[src/rtl/masked_random_source_pkg.sv]
// Shared types and helpers for the masked S-box randomness source.
// Lane arithmetic (xorshift32 step, lane seeding) and bit/lane sizing functions.
package masked_random_source_pkg;

    typedef logic [31:0] rand_lane_t;

    typedef enum logic [1:0] {
        ST_UNSEEDED = 2'd0,
        ST_WARMUP   = 2'd1,
        ST_RUNNING  = 2'd2
    } src_state_t;

    localparam rand_lane_t LANE_GOLDEN = 32'h9E3779B9;

    // Fresh bits per masked inverter: 18 per pair of shares (DOM GF(2^8) inversion).
    function automatic int num_inv_random(input int num_shares);
        return 18 * ((num_shares * (num_shares - 1)) / 2);
    endfunction

    function automatic int num_rand_lanes(input int num_shares, input int num_consumers);
        return (num_consumers * num_inv_random(num_shares) + 31) / 32;
    endfunction

    function automatic rand_lane_t xorshift32_step(input rand_lane_t x);
        rand_lane_t y;
        y = x ^ (x << 13);
        y = y ^ (y >> 17);
        y = y ^ (y << 5);
        return y;
    endfunction

    // Per-lane decorrelation of the single seed word; zero is replaced inside the lane.
    function automatic rand_lane_t lane_seed(input rand_lane_t seed, input int idx);
        rand_lane_t mult;
        mult = LANE_GOLDEN * rand_lane_t'(idx + 1);
        return seed ^ mult;
    endfunction

endpackage

[src/rtl/masked_random_source_xorshift32_lane.sv]
// One xorshift32 lane register with load / step / hold control.
// A zero load value is replaced by 1 because zero is the generator's fixed point.
module xorshift32_lane
    import masked_random_source_pkg::*;
(
    input  logic       i_clk,
    input  logic       i_reset_n,
    input  logic       i_load,
    input  logic       i_step,
    input  rand_lane_t i_seed,
    output rand_lane_t o_state
);

    rand_lane_t r_state;

    // Lane state: reset clears, load has priority over step, otherwise hold.
    always_ff @(posedge i_clk) begin
        if (!i_reset_n) begin
            r_state <= 32'd0;
        end else if (i_load) begin
            r_state <= (i_seed == 32'd0) ? 32'd1 : i_seed;
        end else if (i_step) begin
            r_state <= xorshift32_step(r_state);
        end else begin
            r_state <= r_state;
        end
    end

    assign o_state = r_state;

endmodule

[src/rtl/masked_random_source.sv]
// Randomness producer for the masked S-box array: seeded xorshift32 lanes with warmup.
// Optional sticky health check enabled by defining MASKED_RANDOM_HEALTH_EN.
module masked_random_source
    import masked_random_source_pkg::*;
#(
    parameter  int NUM_SHARES    = 2,
    parameter  int NUM_CONSUMERS = 4,
    parameter  int WARMUP_CYCLES = 4,
    localparam int OUT_BITS      = NUM_CONSUMERS * num_inv_random(NUM_SHARES)
) (
    input  logic                in_clock,
    input  logic                in_reset,
    input  logic [31:0]         in_seed,
    input  logic                in_seed_valid,
    input  logic                in_enable,
    output logic [OUT_BITS-1:0] out_random,
    output logic                out_valid,
    output logic                out_error
);

    localparam int         LANES      = num_rand_lanes(NUM_SHARES, NUM_CONSUMERS);
    localparam logic [7:0] WARM_LIMIT = 8'(WARMUP_CYCLES);

    src_state_t            r_state;
    src_state_t            w_state_next;
    logic [7:0]            r_warm_cnt;
    logic [7:0]            w_warm_cnt_next;
    logic                  w_load;
    logic                  w_step;
    logic                  r_valid;
    logic                  r_error;
    logic                  w_error_next;
    rand_lane_t            w_lane [LANES];
    logic [LANES*32-1:0]   w_lanes_flat;
    logic                  w_unused_lane_bits;

    // Next-state, warmup counting and lane step/load control; a seed beats everything.
    always_comb begin
        w_state_next    = r_state;
        w_warm_cnt_next = r_warm_cnt;
        w_load          = in_seed_valid;
        w_step          = 1'b0;
        if (in_seed_valid) begin
            w_warm_cnt_next = 8'd0;
            w_state_next    = (WARM_LIMIT == 8'd0) ? ST_RUNNING : ST_WARMUP;
        end else begin
            case (r_state)
                ST_UNSEEDED: begin
                    w_state_next = ST_UNSEEDED;
                end
                ST_WARMUP: begin
                    w_step = 1'b1;
                    if (r_warm_cnt < WARM_LIMIT) begin
                        w_warm_cnt_next = r_warm_cnt + 8'd1;
                    end else begin
                        w_warm_cnt_next = r_warm_cnt;
                    end
                    if ((r_warm_cnt + 8'd1) >= WARM_LIMIT) begin
                        w_state_next = ST_RUNNING;
                    end else begin
                        w_state_next = ST_WARMUP;
                    end
                end
                ST_RUNNING: begin
                    w_step = in_enable;
                end
                default: begin
                    w_state_next = ST_UNSEEDED;
                end
            endcase
        end
    end

`ifdef MASKED_RANDOM_HEALTH_EN
    logic w_fault;

    // Health check: a seeded lane must never be zero nor stall while stepping.
    always_comb begin
        w_fault = 1'b0;
        for (int i = 0; i < LANES; i++) begin
            if ((r_state != ST_UNSEEDED) && (w_lane[i] == 32'd0)) begin
                w_fault = 1'b1;
            end else if (w_step && (xorshift32_step(w_lane[i]) == w_lane[i])) begin
                w_fault = 1'b1;
            end else begin
                w_fault = w_fault;
            end
        end
        w_error_next = in_seed_valid ? 1'b0 : (r_error | w_fault);
    end
`else
    assign w_error_next = 1'b0;
`endif

    // Control registers; out_valid is registered from the next-state decode.
    always_ff @(posedge in_clock) begin
        if (!in_reset) begin
            r_state    <= ST_UNSEEDED;
            r_warm_cnt <= 8'd0;
            r_valid    <= 1'b0;
            r_error    <= 1'b0;
        end else begin
            r_state    <= w_state_next;
            r_warm_cnt <= w_warm_cnt_next;
            r_valid    <= (w_state_next == ST_RUNNING) && !w_error_next;
            r_error    <= w_error_next;
        end
    end

    for (genvar gi = 0; gi < LANES; gi++) begin : g_lane
        xorshift32_lane u_lane (
            .i_clk     (in_clock),
            .i_reset_n (in_reset),
            .i_load    (w_load),
            .i_step    (w_step),
            .i_seed    (lane_seed(in_seed, gi)),
            .o_state   (w_lane[gi])
        );
        assign w_lanes_flat[gi*32 +: 32] = w_lane[gi];
    end

    // Lanes beyond OUT_BITS are generated but dropped by the truncation.
    assign w_unused_lane_bits = ^w_lanes_flat;

    assign out_random = w_lanes_flat[OUT_BITS-1:0];
    assign out_valid  = r_valid;
    assign out_error  = r_error;

endmodule

[config.mk]
export PLATFORM = sky130hd
export DESIGN_NAME = masked_random_source
export DESIGN_NICKNAME = d
export VERILOG_FILES = /design/src/rtl/masked_random_source_pkg.sv /design/src/rtl/masked_random_source_xorshift32_lane.sv /design/src/rtl/masked_random_source.sv
export SDC_FILE = /design/constraint.sdc
export NUM_CORES = 1
export LEC_CHECK = 0
export BUFFER_PORTS_ARGS = -buffer_cell sky130_fd_sc_hd__buf_2
export CAP_MARGIN = 20
export CORE_MARGIN = 5
export CORE_UTILIZATION = 52
export CTS_CLUSTER_DIAMETER = 50
export DETAILED_ROUTE_END_ITERATION = 6
export GPL_ROUTABILITY_DRIVEN = 0
export PLACE_DENSITY = 0.77
export RECOVER_POWER = 100
export SETUP_SLACK_MARGIN = 0.2
export SYNTH_ARGS = -nofsm -noshare
export SYNTH_HDL_FRONTEND = slang
export SYNTH_SLANG_ARGS = --single-unit
[constraint.sdc]
create_clock -name in_clock -period 1.8 [get_ports in_clock]
set_input_delay 0.09 -clock in_clock [delete_from_list [all_inputs] [get_ports in_clock]]
set_output_delay 0.09 -clock in_clock [all_outputs]
set_load 0.05 [all_outputs]
==> results of run 1 <==
==> cell type report <==
class | instances | area (µm²)
multi-input combinational | 587 | 5530
fill | 783 | 3020
sequential | 107 | 2250
timing repair buffer | 181 | 1300
clock buffer | 10 | 239
tap | 172 | 215
clock inverter | 6 | 86.3
inverter | 5 | 18.8
antenna | 3 | 7.51
==> worst max-delay path, delay by kind of cell, from the launching register on <==
kind                       cells  cell delay, ps
DFF                            1             370
buffers and inverters          3             330
and+or+nand+nor                2             320
AOI/OAI and AO/OA              2             310
xor gates and xnor gates       1             200
adders and majority gates      1             170
==> per-stage QoR <==
stage	setup WS [ps]	power [mW]	setup TNS, ps
2_1_floorplan	151	4.80	0
3_3_place_gp	91.5	5.37	0
3_5_place_dp	54.7	5.43	0
4_1_cts	73.2	7.83	0
5_1_grt	-97.3	8.61	-730
6_report	-28.9	8.36	-62.6
==> synth_stat cells, types with 3 or more instances <==
master	count	area [µm²]
nor4b_1	3	26.3
nor3_1	4	20.0
a21boi_0	18	135
buf_2	11	55.1
a211oi_1	6	45.0
o21ai_0	23	115
ha_1	3	37.5
nand3_1	4	20.0
o21a_1	4	30.0
a31oi_1	4	25.0
xor3_1	10	238
nand2b_1	3	18.8
nor2b_1	3	18.8
inv_1	4	15.0
xnor3_1	22	495
xnor2_1	122	1070
buf_4	9	67.6
nor2_1	51	191
clkbuf_1	28	105
and2_1	5	31.3
a21oi_1	76	380
dfxtp_1	107	2140
nand2_1	101	379
xor2_1	87	762
or3_1	6	37.5
nand4_1	4	25.0
==> routing by layer <==
metal	up-vias	share of wire, %	global-route usage (%)
met5	-	0	0
met4	0	6.6	17.2
met3	149	12	7.49
met2	503	46	46.8
met1	3133	36	37.6
li1	2731	-	-
==> sequential cells by signal (all words and copies together), names as in the netlist <==
name                   cells
r_warm_cnt                 8
g_lane.u_lane.o_state     96
out_valid                  1
r_state                    2
==> cell families after synthesis <==
| kind of cell | synth area share, % |
|---|---|
| compound gates | 11.9 |
| simple gates | 12.8 |
| mux | 0.148 |
| buf+inv | 3.84 |
| xor+xnor | 39.0 |
| flops | 31.6 |
| fa+ha+maj | 0.554 |
| other cells | 0.0554 |
==> what timing repair did <==
action / CTS / global route
pin swaps: 71 / 101
endpoints found under the setup margin: 97 / 102
buffers inserted: 14 / 2
cloned: 10 / 0
resized for setup: 89 / 167
==> worst max-delay path by stage <==
stage                                      start                           end  depth (start not counted)
floorplan           g_lane[0].u_lane.o_state[31]  g_lane[0].u_lane.o_state[14]                          5
global placement                      r_state[0]  g_lane[1].u_lane.o_state[11]                          6
detailed placement                    r_state[1]  g_lane[1].u_lane.o_state[11]                          7
CTS                                r_warm_cnt[5]                    r_state[1]                          5
global route                          r_state[0]  g_lane[0].u_lane.o_state[19]                          9
finish                                r_state[0]  g_lane[0].u_lane.o_state[19]                          9
==> report_power, final <==
part | internal (mW) | leakage (nW) | total, mW | switching [mW]
clock network | 1.26 | 0.159 | 2.22 | 0.963
logic | 1.33 | 2.96 | 3.25 | 1.92
registers | 2.55 | 0.909 | 2.89 | 0.333
total | 5.15 | 4.03 | 8.36 | 3.22
==> impl_metrics.py, run 1 <==
metrics = {
    "status": {
        "status": "complete, but fails checks",
        "violations": "setup timing",
    },
    "synth": {
        "synth.distinct_cells": 50,
        "synthCells": 749,
        "syn-num-nets": 788,
        "ys_warn_count": 0,
        "synth-main-ff-cell": "dfxtp_1",
        "syn_avg_cell_area_um2": 9.04,
        "syn_area_um2": 6770,
        "synth_edf_count": 0,
        "yosysSeqAreaShare_pct": 31.6,
        "synthArstFlopShare_pct": 0,
        "synth-seq-cells": 107,
    },
    "clocking": {
        "cts_tree": "done",
        "cts_hold_buf": 0,
        "root_buffer": "clkbuf_16",
        "cts_buffers": 9,
        "cts.sinks": 107,
        "clk_pin_slew_ps": 80,
        "cts_buffer_depth": 2,
        "clk_latency_ps": 370,
        "htreeDepth": 3,
    },
    "routing": {
        "drcViolationCount": 0,
        "dr.first_iter.drc_count": 857,
        "dr_total_vias": 6516,
        "ant_nets": 0,
        "vias_per_cell": 6.08,
        "first_pass_iters": 5,
        "wirelength_mm": 26.8,
        "wl_per_cell_um": 25.0,
    },
    "sta": {
        "layout_setup_ws_ps": -28.9,
        "slew_viol_final": 0,
        "fmax_mhz": 547,
        "period_share_pct": 102,
        "maxSlewHeadroom_pct": 44.8,
        "setup_viol": 7,
        "fin_worst_skew_ps": 12.0,
        "rsz0062_at_grt": "yes",
        "hold_slack_ps": 65.0,
        "min_period_ps": 1830,
        "hold_viol": 0,
        "tightest_slew_ps": 820,
    },
    "worst_setup_path": {
        "cp_max_fo": 8,
        "r2r_setup_slack_ps": -30,
        "end_kind": "flip-flop",
        "r2r_cells": 9,
        "crit_slowest_cell": "dfxtp_4",
        "path_cells": "inv_2 -> ha_4 -> a21oi_4 -> or2_4 -> buf_12 -> buf_16 -> nor2_4 -> xnor2_1 -> a21oi_1",
        "critPathRequiredTime_ps": 2030,
        "cp-start-kind": "flip-flop",
        "rr_endpoint": "g_lane[0].u_lane.o_state[19]",
        "crit_type": "reg -> reg",
        "max_stage_delay_ps": 370,
        "worstPathArrival_ps": 2060,
        "rr_startpoint": "r_state[0]",
    },
    "power": {
        "total_leakage_power_nw": 4.03,
        "p_per_area_nw_per_um2": 867,
        "peakVddDrop_v": 0.000515,
    },
    "floorplan": {
        "initial_core_util_pct": 53.4,
        "core_um2": 12700,
        "rows": 41,
        "die_w_um": 124,
        "ioPinCount": 110,
        "die_area_um2": 15400,
        "die_h_um": 124,
    },
    "cells_and_area": {
        "syn_to_final_growth_pct": 42.6,
        "nNetsFinal": 930,
        "drive_gt1_share_pct": 39.2,
        "fin_cells": 1071,
        "final_util_pct": 76.2,
        "final_cell_area_um2": 9650,
        "layout_commonest_cell": "xnor2_1",
        "final_cell_mix": "xnor2_1, clkbuf_1, a21oi_1",
    },
    "hold_path": {
        "hold_end": "g_lane[2].u_lane.o_state[30]",
        "hold_path_depth": 4,
        "min_from": "in_seed[30]",
        "min_path_type": "in -> reg",
    },
    "placement": {
        "dp_hpwl_mm": 15.3,
        "dp.cells": 1026,
        "io_buffers": 108,
        "dpl_cell_area_um2": 7950,
    },
    "global_routing": {
        "antenna_found_initial": 1,
        "first_global_vias": 6194,
        "grt_overflow": 0,
        "grt_max_degree": 36,
        "track_usage_pct": 30.0,
        "grt_pass1_wl_mm": 34.5,
    },
    "run": {
        "cap_violations": 0,
    },
}
Power figures use the tool's default switching activity.
==> run 2, diff against run 1 <==
--- a/config.mk
+++ b/config.mk
@@ -5,16 +5,18 @@
 export SDC_FILE = /design/constraint.sdc
 export NUM_CORES = 1
 export LEC_CHECK = 0
+export ABC_AREA = 1
 export BUFFER_PORTS_ARGS = -buffer_cell sky130_fd_sc_hd__buf_2
 export CAP_MARGIN = 20
 export CORE_MARGIN = 5
-export CORE_UTILIZATION = 52
+export CORE_UTILIZATION = 63
 export CTS_CLUSTER_DIAMETER = 50
 export DETAILED_ROUTE_END_ITERATION = 6
 export GPL_ROUTABILITY_DRIVEN = 0
-export PLACE_DENSITY = 0.77
+export PLACE_DENSITY = 0.87
 export RECOVER_POWER = 100
 export SETUP_SLACK_MARGIN = 0.2
+export SLEW_MARGIN = 20
 export SYNTH_ARGS = -nofsm -noshare
 export SYNTH_HDL_FRONTEND = slang
 export SYNTH_SLANG_ARGS = --single-unit
==> constraint.sdc (replaced) <==
create_clock -name in_clock -period 2.3 [get_ports in_clock]
set_input_delay 0.115 -clock in_clock [delete_from_list [all_inputs] [get_ports in_clock]]
set_output_delay 0.115 -clock in_clock [all_outputs]
set_load 0.05 [all_outputs]
==> run 2 against run 1 <==
The run ends with capacitance limit, slew limit left. Synthesized area is 12% higher. Non-clock buffer count is 64 lower. Register-to-register slack better by 320 ps. Synthesized cell count is 61% higher. Largest cell class unchanged. Die area is 7.1% lower. Clock power is 24% lower. Final cell count is 33% higher. Largest power group unchanged. Clock skew hardly changed.
==> impl_metrics.py, run 2 <==
metrics = {
    "status": {
        "status": "complete, but fails checks",
        "violations": "capacitance limit, slew limit",
    },
    "floorplan": {
        "die_h_um": 120,
        "rows": 40,
        "ioPinCount": 110,
        "die_w_um": 120,
        "die_area_um2": 14300,
        "core_um2": 11900,
        "initial_core_util_pct": 63.6,
    },
    "synth": {
        "syn_avg_cell_area_um2": 6.30,
        "yosysTopAreaCell": "dfxtp_1",
        "synthArstFlopShare_pct": 0,
        "synth_top_area_share_pct": 28.3,
        "synth_edf_count": 0,
        "synth_compound_area_share_pct": 13.3,
        "muxShareOfSynthArea_pct": 0,
        "syn-num-nets": 1242,
        "syn_area_um2": 7570,
        "synth_top_family_by_area": "simple AND/OR/NAND/NOR gates",
        "synth-main-ff-cell": "dfxtp_1",
        "synth_area_leaders": "dfxtp_1, nand2_1, nand3_1",
        "synth-seq-cells": 107,
        "yosysSeqAreaShare_pct": 28.3,
        "synthSimpleGateAreaFrac_pct": 35.0,
        "synth.distinct_cells": 33,
        "ys_warn_count": 0,
        "synthCells": 1203,
        "post-synth-top-count-cell": "nand2_1",
        "synth_xor_area_share_pct": 10.6,
        "synth_fa_ha_area_share_pct": 0.496,
        "yosys-top-cells-count": "nand2_1, inv_1, nand3_1, dfxtp_1, a21oi_1",
    },
    "clocking": {
        "cts.sinks": 107,
        "cts_buffers": 9,
        "cts_tree": "done",
        "postCtsSetupBuffers": 0,
        "cts_hold_buf": 0,
        "clk_pin_slew_ps": 70,
        "cts.repair.resized": 0,
        "htreeDepth": 3,
        "clk_latency_ps": 360,
        "cts_buffer_depth": 2,
        "root_buffer": "clkbuf_16",
    },
    "sta": {
        "slew_viol_final": 70,
        "tns_ps": 0,
        "fmax_mhz": 472,
        "hold_slack_ps": 83.8,
        "hold_viol": 0,
        "setup_viol": 0,
        "maxSlewHeadroom_pct": -6.97,
        "fin_worst_skew_ps": 11.7,
        "tightest_slew_ps": 1600,
        "min_period_ps": 2120,
        "period_share_pct": 92.1,
        "rsz0062_at_grt": "no",
    },
    "placement": {
        "io_buffers": 108,
        "dp_hpwl_mm": 17.1,
        "dpl_cell_area_um2": 8110,
        "dp.cells": 1412,
    },
    "power": {
        "p_sw_share_pct": 42.3,
        "peakVddDrop_v": 0.000415,
        "switching_power_mw": 2.75,
        "clkPwrFrac_pct": 26.0,
        "p_int_mw": 3.76,
        "p_seq_share_pct": 35.4,
        "combPwrFrac_pct": 38.6,
        "total_leakage_power_nw": 4.17,
        "p_per_area_nw_per_um2": 784,
    },
    "worst_setup_path": {
        "critPathRequiredTime_ps": 2590,
        "rr_startpoint": "r_state[0]",
        "cp_max_fo": 69,
        "critPathLaunch": "in_seed_valid",
        "cp-start-kind": "input port",
        "r2r_cells": 9,
        "crit_end": "g_lane[0].u_lane.o_state[2]",
        "crit_type": "in -> reg",
        "end_kind": "flip-flop",
        "r2r_setup_slack_ps": 290,
        "worstPathArrival_ps": 2410,
        "rr_endpoint": "g_lane[0].u_lane.o_state[12]",
    },
    "global_routing": {
        "grt_overflow": 0,
        "antenna_found_initial": 0,
        "first_global_vias": 7638,
        "track_usage_pct": 33.0,
        "grt_pass1_wl_mm": 38.0,
        "grt_max_degree": 132,
    },
    "cells_and_area": {
        "layout_commonest_cell": "nand2_1",
        "largest_reg_flops": 96,
        "fillers": 1081,
        "nNetsFinal": 1315,
        "final_cell_area_um2": 8310,
        "final_cell_mix": "nand2_1, inv_1, nand3_1",
        "multi_input_area_um2": 4490,
        "syn_to_final_growth_pct": 9.71,
        "fin_cells": 1426,
        "ff_latch_area_um2": 2140,
        "n_antenna_cell": 0,
        "drive_gt1_share_pct": 9.70,
    },
    "routing": {
        "wirelength_mm": 23.9,
        "vias_per_cell": 5.86,
        "dr.first_iter.drc_count": 1141,
        "dr_total_vias": 8358,
        "drcViolationCount": 0,
        "first_pass_iters": 7,
        "wl_per_cell_um": 16.7,
        "ant_nets": 0,
    },
    "run": {
        "cap_violations": 1,
    },
    "hold_path": {
        "min_path_type": "in -> reg",
    },
}
run 2: cell types whose count changed in the layout (fill, tap and decap cells not counted), moves of 47 or more:
cell	delta
nor2_1	+48
nand3_1	+141
xnor2_1	-55
nand2_1	+267
dfxtp_1	+59
nand2_4	-47
inv_1	+158
run 2: worst min-delay path by stage:
stage / start / end / slack (ps) / cells past startpoint
after global routing: in_reset / r_state[0] / 100 / 3
after global placement: r_warm_cnt[4] / r_warm_cnt[4] / 430 / 2
after CTS: in_reset / r_state[0] / 80 / 3
after floorplan: in_reset / g_lane[1].u_lane.o_state[0] / 270 / 2
after detailed placement: r_warm_cnt[3] / r_warm_cnt[3] / 440 / 2
final: in_reset / r_state[0] / 80 / 3
run 2: routing by layer:
layer | track usage, % | up-vias | wire, µm
met5 | 0 | - | 0
met4 | 17.5 | 0 | 1100
met3 | 5.84 | 81 | 2730
met2 | 51.3 | 526 | 10600
met1 | 43.6 | 3781 | 9430
li1 | - | 3970 | -
run 2: critical path, cell delays in order:
cell and delay, ps:
buf_2 90, clkbuf_2 1160, nand2_1 590, o211ai_1 250
nand3_1 110, inv_1 80
run 2: kinds of logic after synthesis:
family,count (synthesis)
other,1
flip-flops,107
AO/OA/AOI/OAI,184
AND/OR/NAND/NOR,601
buffers and inverters,225
adder cells (fa/ha/maj),3
XOR/XNOR,82
run 2: stage by stage:
step | util (%) | worst slack, ps | power, mW
after floorplan | - | 714 | 4.25
after global routing | 69.8 | 122 | 6.87
final | 69.8 | 181 | 6.51
after detailed placement | 68.1 | 441 | 4.82
after CTS | 70.7 | 399 | 6.50
after global placement | 68.1 | 515 | 4.76
run 2: cell type report:
cell class / count / share of cell area (%)
Clock buffer: 10 / 2.88
Multi-Input combinational cell: 871 / 54.1
Clock inverter: 4 / 0.888
Sequential cell: 107 / 25.8
Tap cell: 147 / 2.21
Inverter: 170 / 7.68
Timing Repair Buffer: 117 / 6.49
run 2: power by group through the flow:
stage	combinational, mW	clock (mW)	sequential (mW)
floorplan	1.58	0	2.66
global placement	2.43	0	2.33
detailed placement	2.48	0	2.33
CTS	2.51	1.70	2.29
global route	2.77	1.77	2.33
finish	2.51	1.69	2.31
